**src/rtl/exe_hazard_unit.sv**
```systemverilog
// exe_hazard_unit
//
// Hazard and forwarding controller sitting beside the ID/EXE pipeline
// register. It decides whether the front end stalls for a load-use hazard,
// kills the wrong-path instructions behind a taken branch or jal resolved in
// EXE, and registers the operand forwarding selects so they become valid as
// the ID instruction enters EXE. A one-entry shadow of the MEM-stage
// destination supplies the second forwarding source. Stall and flush cycles
// are counted in saturating debug counters.
//
// Parameters
//   ASIZE : register address width (address 0 is the hard-wired zero register)
//   CSIZE : width of the saturating stall / flush counters
//
// Ports
//   clk, rst       : clock and synchronous active-high reset
//   rs1_addr_ID    : source 1 of the instruction in ID
//   rs2_addr_ID    : source 2 of the instruction in ID
//   uses_rs1_ID    : ID instruction actually reads rs1
//   uses_rs2_ID    : ID instruction actually reads rs2
//   waddr_EXE      : destination register of the instruction in EXE
//   WriteEn_EXE    : instruction in EXE writes the register file
//   memRead_EXE    : instruction in EXE is a load
//   taken_EXE      : branch in EXE resolved taken, or jal in EXE
//   stall_IF_ID    : hold PC and IF/ID (combinational)
//   flush_IF_ID    : replace IF/ID with a NOP (combinational)
//   bubble_ID_EXE  : load a NOP into ID/EXE at the next edge (combinational)
//   fwd_a_EXE      : operand-1 select, 00 regfile / 01 EX/MEM / 10 MEM/WB
//   fwd_b_EXE      : operand-2 select, same encoding
//   stall_cnt      : saturating count of load-use stall cycles
//   flush_cnt      : saturating count of flush cycles

module exe_hazard_unit #(
   parameter int ASIZE = 5,
   parameter int CSIZE = 16
) (
   input  logic             clk,
   input  logic             rst,
   input  logic [ASIZE-1:0] rs1_addr_ID,
   input  logic [ASIZE-1:0] rs2_addr_ID,
   input  logic             uses_rs1_ID,
   input  logic             uses_rs2_ID,
   input  logic [ASIZE-1:0] waddr_EXE,
   input  logic             WriteEn_EXE,
   input  logic             memRead_EXE,
   input  logic             taken_EXE,
   output logic             stall_IF_ID,
   output logic             flush_IF_ID,
   output logic             bubble_ID_EXE,
   output logic [1:0]       fwd_a_EXE,
   output logic [1:0]       fwd_b_EXE,
   output logic [CSIZE-1:0] stall_cnt,
   output logic [CSIZE-1:0] flush_cnt
);

   localparam logic [1:0] FWD_REG = 2'b00;
   localparam logic [1:0] FWD_EXM = 2'b01;
   localparam logic [1:0] FWD_MWB = 2'b10;

   // Shadow of the MEM stage destination. EXE is never stalled, so whatever
   // sits in EXE this cycle is in MEM next cycle.
   logic [ASIZE-1:0] mem_waddr;
   logic             mem_wen;

   logic exe_m1, exe_m2;
   logic mem_m1, mem_m2;
   logic lu, fl;
   logic [1:0] fwd_a_nxt, fwd_b_nxt;

   // Write matches; a destination of r0 never produces a hazard.
   assign exe_m1 = WriteEn_EXE && (waddr_EXE != '0) && (waddr_EXE == rs1_addr_ID) && uses_rs1_ID;
   assign exe_m2 = WriteEn_EXE && (waddr_EXE != '0) && (waddr_EXE == rs2_addr_ID) && uses_rs2_ID;
   assign mem_m1 = mem_wen && (mem_waddr != '0) && (mem_waddr == rs1_addr_ID) && uses_rs1_ID;
   assign mem_m2 = mem_wen && (mem_waddr != '0) && (mem_waddr == rs2_addr_ID) && uses_rs2_ID;

   assign lu = memRead_EXE && (exe_m1 || exe_m2);
   assign fl = taken_EXE;

   always_comb begin
      // NOTE: every output gets a default first so no path leaves one unassigned and infers a latch.
      stall_IF_ID   = 1'b0;
      flush_IF_ID   = 1'b0;
      bubble_ID_EXE = 1'b0;
      if (fl) begin
         // A taken branch kills the ID instruction anyway, so any load-use
         // hazard it had is moot.
         flush_IF_ID   = 1'b1;
         bubble_ID_EXE = 1'b1;
      end else if (lu) begin
         stall_IF_ID   = 1'b1;
         bubble_ID_EXE = 1'b1;
      end
   end

   // EXE-stage ALU result is the youngest value and wins over MEM. A load in
   // EXE cannot forward; that case is the load-use stall and ends in a bubble.
   always_comb begin
      fwd_a_nxt = FWD_REG;
      if (exe_m1 && !memRead_EXE) fwd_a_nxt = FWD_EXM;
      else if (mem_m1)            fwd_a_nxt = FWD_MWB;
   end

   always_comb begin
      fwd_b_nxt = FWD_REG;
      if (exe_m2 && !memRead_EXE) fwd_b_nxt = FWD_EXM;
      else if (mem_m2)            fwd_b_nxt = FWD_MWB;
   end

   // NOTE: sequential state uses non-blocking assignments so all registers update from pre-edge values.
   always_ff @(posedge clk) begin
      if (rst) begin
         mem_waddr <= '0;
         mem_wen   <= 1'b0;
         fwd_a_EXE <= FWD_REG;
         fwd_b_EXE <= FWD_REG;
         stall_cnt <= '0;
         flush_cnt <= '0;
      end else begin
         mem_waddr <= waddr_EXE;
         mem_wen   <= WriteEn_EXE;
         // The bubble entering EXE must not carry a forwarding select.
         fwd_a_EXE <= bubble_ID_EXE ? FWD_REG : fwd_a_nxt;
         fwd_b_EXE <= bubble_ID_EXE ? FWD_REG : fwd_b_nxt;
         if (lu && !fl && (stall_cnt != '1)) stall_cnt <= stall_cnt + CSIZE'(1);
         if (fl && (flush_cnt != '1))        flush_cnt <= flush_cnt + CSIZE'(1);
      end
   end

endmodule

```
**config.mk**
```make
export PLATFORM = sky130hd
export DESIGN_NAME = exe_hazard_unit
export DESIGN_NICKNAME = d
export VERILOG_FILES = /design/src/rtl/exe_hazard_unit.sv
export SDC_FILE = /design/constraint.sdc
export NUM_CORES = 1
export LEC_CHECK = 0
export ABC_AREA = 0
export CORE_MARGIN = 2
export CORE_UTILIZATION = 49
export CTS_BUF_LIST = sky130_fd_sc_hd__clkbuf_2 sky130_fd_sc_hd__clkbuf_4 sky130_fd_sc_hd__clkbuf_8
export CTS_CLUSTER_DIAMETER = 50
export CTS_CLUSTER_SIZE = 30
export DETAILED_ROUTE_END_ITERATION = 8
export GPL_ROUTABILITY_DRIVEN = 1
export PLACE_DENSITY = 0.93
export SYNTH_ARGS = -nofsm -noshare
export SYNTH_HDL_FRONTEND = slang
export SYNTH_SLANG_ARGS = --single-unit
```
**constraint.sdc**
```tcl
create_clock -name clk -period 2 [get_ports clk]
set_input_delay 0.3 -clock clk [delete_from_list [all_inputs] [get_ports clk]]
set_output_delay 0.3 -clock clk [all_outputs]
set_load 0.02 [all_outputs]
```
== Word-level counts from Yosys, hierarchy flattened ==
Cells that the tools add are included.

* Register bits: 42
* Logic and storage cells: 48
* Output and inout bits: 39
* Input bits: 22

* Reductions and logical operators: 24
* Add/sub/neg operators: 2
* Mux-type cells: 8
* Equal/unequal tests: 6

{| class="wikitable"
|+ Operators by type and width
! kind !! number
|-
| $add A16 B1 Y16 const B || 2
|-
| $ne A16 B16 Y1 const B || 2
|-
| $eq A5 B5 Y1 || 4
|-
| $logic_and A1 B1 Y1 || 16
|-
| $reduce_bool A5 Y1 || 2
|-
| $mux W1 || 6
|-
| $reduce_or A3 Y1 || 2
|-
| $mux W2 || 2
|-
| $logic_not A1 Y1 || 2
|-
| $reduce_or A2 Y1 || 1
|-
| $logic_or A1 B1 Y1 || 1
|}

== Longest topological paths before layout ==
* Depth in word-level cells: 9
* Mapped depth: 9
* Gate-level depth less buffers: 7

== Worst setup path before layout ==
OpenSTA, ideal clock, no wires.

* Kind: register to register
* Start point: reg flush_cnt[0]
* End point: reg flush_cnt[3]
* Setup slack: 71 ps
* Data arrival time: 1802 ps
* Buffers on the path: 1
* Stages on the path, launching flop included: 8
* Cells stage by stage: dfxtp_1 ha_1 nand3_1 o41a_1 clkbuf_1 nand4_1 xor2_1 nor2_1

* Longest elaborated chain between the ends: 2
* Elaborated cells on any way between the ends: 3
* Those cells by class: add/sub (1); eq/ne (1); reduce/logical (1)

{| class="wikitable"
|+ Ends and longest elaborated chain
! what !! RTL line !! text
|-
| start, declared || 53 || <nowiki>output logic [CSIZE-1:0] flush_cnt</nowiki>
|-
| start signal, assigned || 125 || <nowiki>if (fl && (flush_cnt != '1)) flush_cnt <= flush_cnt + CSIZE'(1);</nowiki>
|-
| parallel branches: the longest is 2 deep, another holds $add A16 B1 Y16 || -- ||
|}

Several ways; the timed one is not identified.
A chain may end at the register's enable or synchronous reset.

== Final worst setup path ==
* Start point: in rs1_addr_ID[1]
* End point: reg stall_cnt[10]

* Longest elaborated chain between the ends: 7

{| class="wikitable"
|+ Ends and longest elaborated chain
! what !! RTL line !! text
|-
| start, declared || 39 || <nowiki>input logic [ASIZE-1:0] rs1_addr_ID,</nowiki>
|-
| $eq A5 B5 Y1 || 71 || <nowiki>assign exe_m1 = WriteEn_EXE && (waddr_EXE != '0) && (waddr_EXE == rs1_addr_ID) && uses_rs1_ID;</nowiki>
|-
| $logic_and A1 B1 Y1 (2 in a row) || 71 ||
|-
| $logic_or A1 B1 Y1 || 76 || <nowiki>assign lu = memRead_EXE && (exe_m1 || exe_m2);</nowiki>
|-
| $logic_and A1 B1 Y1 || 76 ||
|-
| $logic_and A1 B1 Y1 (2 in a row) || 124 || <nowiki>if (lu && !fl && (stall_cnt != '1)) stall_cnt <= stall_cnt + CSIZE'(1);</nowiki>
|-
| end signal, assigned || 124 ||
|-
| end, declared || 52 || <nowiki>output logic [CSIZE-1:0] stall_cnt,</nowiki>
|}

No other way between the ends.

==> out/qor.txt <==
post-route minimum period: 1980 ps
Iter 0 DRT Violations: 159
fin crit share: 0.988
Crit-path slowest cell: clkdlybuf4s50_1
first-pass GRT wire length: 10.1 mm
DRC Markers: 0
status: complete, no violations
final hold vios: 0
vias: 2,224
top cells by area, synth: dfxtp_1 (40%), xor2_1 (10%), nor2_1 (4.4%)
total power: 1.76 mW
final setup violation count: 0
share of cells above drive strength 1: 0.283
Mapped Area: 2110 sq um
worst-margin pin slew: 431 ps
Clock Path Buffers: 2
clk sinks: 42
Port Buffers: 60
Post-synth top flop: dfxtp_1
I/O Pins: 61
Req. time, crit path: 2230 ps
crit-path max cell delay: 520 ps
Synth Instances: 241
largest net degree at the start of global routing: 18
Max-cap violations: 0
Starting Density: 0.520
Die Y: 69.6 microns
vias in the first global route: 2,259
sequential area share after synthesis: 0.399
Synth Net Count: 265
die area: 4850 sq um
Syn. warnings: 0
startpoint types: input port
Area after DPL: 2990 sq um
Clock transition at path regs: 80 ps
TritonCTS clock tree: yes
Power Density: 538 nW/um^2
clock skew: 7.31 ps
fin. max-slew vios: 0
flops & latches, synth: 42
FF-to-FF path depth: 7
Fill cells: 255
initial antenna violation count: 0
Worst Setup End Kind: flip-flop
cts bufs inserted: 5
clock root cell: clkbuf_8
WS Path Type: in -> reg
Async SR Flop Fraction: 0
Crit Path Max Fanout: 5
DPL Wire Length: 4.23 mm
Design Area, Final: 3280 sq um
hold_buf cts: 0
syn_area_per_cell: 8.75 sq um
leakage: 1.27 nW
nets@finish: 363
routability cong.: 0.816
Via-to-Cell Ratio: 5.72
area added between synthesis and finish: 55.5%
EDFF count, synth: 0
worst hold-check path type: in -> reg
ANT cells: 0
core area: 4060 sq um
CP Cell Sequence: clkdlybuf4s50_1 -> xnor2_1 -> and3_4 -> buf_6 -> o211ai_4 -> buf_6 -> or4_4 -> a21oi_2
Layout Cells excl Fill: 389
Yosys top cell area share: 0.399
placement row count: 23
gr usage total: 0.254
die width: 69.6 microns
cell mode on critical path: buf_6
hold path depth: 2
routed length per instance: 16.4 microns
Clk Latency, worst-skew pair: 290 ps
final wirelength: 6.38 mm
area leader, netlist: dfxtp_1
H-tree levels: 2
Peak Freq: 506 MHz
drt pass-1 iters: 4
Final ANT Viol Nets: 0
GRT overflow: 0
maximum vdd drop: 0.377 mV
slew margin rel.: 0.712
Worst Path Arrival: 2210 ps
dpl cells: 376
Netlist cell types: 42
-- routing by layer --
metal / vias to the layer above / routed length (microns) / global-route usage
met5: - / 0 / 0
met2: 98 / 3360 / 0.458
met1: 1055 / 2480 / 0.278
met4: 0 / 212 / 0.128
li1: 1044 / - / -
met3: 27 / 325 / 0.0581
-- worst paths after layout --
kind / start / endpoint / slack (ps)
setup / recovery: rs1_addr_ID[1] / stall_cnt[10]$_SDFFE_PP0P_ / 20
hold / removal: waddr_EXE[3] / mem_waddr[3]$_SDFF_PP0_ / 320
setup reg to reg: stall_cnt[9]$_SDFFE_PP0P_ / stall_cnt[10]$_SDFFE_PP0P_ / 30
hold reg to reg: stall_cnt[8]$_SDFFE_PP0P_ / stall_cnt[8]$_SDFFE_PP0P_ / 520
-- kinds of logic (layout without fill, tap and decap cells) --
logic type / after synthesis / in the layout / synth area share
compound gates: 38 / 38 / 0.123
mux: 3 / 3 / 0.0148
xor+xnor: 35 / 35 / 0.145
fa+ha+maj: 2 / 2 / 0.0119
flops: 42 / 42 / 0.399
simple gates: 106 / 106 / 0.270
buf+inv: 15 / 113 / 0.0356
-- metrics by stage --
step	setup WS (ps)	hold slack (ps)	TNS, ps	util
after global placement	-517	484	-6940	0.736
after global routing	-10.7	320	-34.9	0.809
after CTS	6.04	314	0	0.782
after detailed placement	-744	504	-10630	0.736
after floorplan	70.9	428	0	-
final	23.5	325	0	0.809
-- sequential cells by signal, summed over array words and instances, names as in the netlist --
signal     cells
flush_cnt     16
mem_wen        1
mem_waddr      5
fwd_a_EXE      2
fwd_b_EXE      2
stall_cnt     16
-- synthesized netlist by cell type (3+ instances only) --
cell / number
a211oi_1: 3
a21oi_1: 13
and3_1: 7
clkbuf_1: 6
dfxtp_1: 42
inv_1: 6
nand2_1: 11
nand3_1: 16
nand4_1: 7
nor2_1: 25
nor2b_1: 7
nor3_1: 3
nor4_1: 5
o21ai_1: 8
o31ai_1: 3
or3_1: 10
or4_1: 5
xnor2_1: 10
xor2_1: 25
-- worst max-delay path, delay by kind of cell --
family	cells	cell delay, ps
and+or+nand+nor	2	750
AOI/OAI and AO/OA	2	240
buffers and inverters	3	770
xor gates and xnor gates	1	160
-- cell usage in the layout (no fill, tap or decap), types with 2 or more instances in the layout --
cell / count
or4_1: 3
nor4_1: 2
clkbuf_8: 6
a21oi_1: 8
o31ai_1: 3
mux2i_1: 2
and3_1: 7
xor2_1: 21
o21ai_0: 2
clkbuf_2: 4
nand4_1: 7
a21oi_2: 6
nor4_2: 2
dfxtp_2: 7
nand3_1: 15
dfxtp_1: 35
ha_1: 2
or3_1: 9
buf_12: 2
o21ai_2: 2
or4_4: 2
dlygate4sd2_1: 2
a211oi_1: 3
clkdlybuf4s50_1: 45
and3_4: 2
xnor2_1: 10
nor3_1: 2
nand2_1: 11
buf_4: 34
buf_2: 6
inv_1: 6
xor2_2: 4
nor2b_1: 6
o21ai_1: 7
nor2_1: 25
buf_6: 5
-- power by group --
part	internal (mW)	switching [mW]
Clock	0.400	0.294
Sequential	0.846	0.00980
Combinational	0.109	0.105
-- timing repair --
action                                  CTS  global route
gates resized for setup                  52            36
pin swaps                                10            10
endpoints found under the setup margin   18            26
buffers inserted                          5             1
-- cell type report --
class / instances / area [sq um] / share of cell area
Clock buffer: 6 / 82.6 / 0.0252
Clock inverter: 1 / 30.0 / 0.00915
Inverter: 6 / 22.5 / 0.00686
Multi-Input combinational cell: 184 / 1340 / 0.409
Sequential cell: 42 / 850 / 0.259
Tap cell: 50 / 62.6 / 0.0191
Timing Repair Buffer: 100 / 891 / 0.272
(Power assumes the default switching activity.)
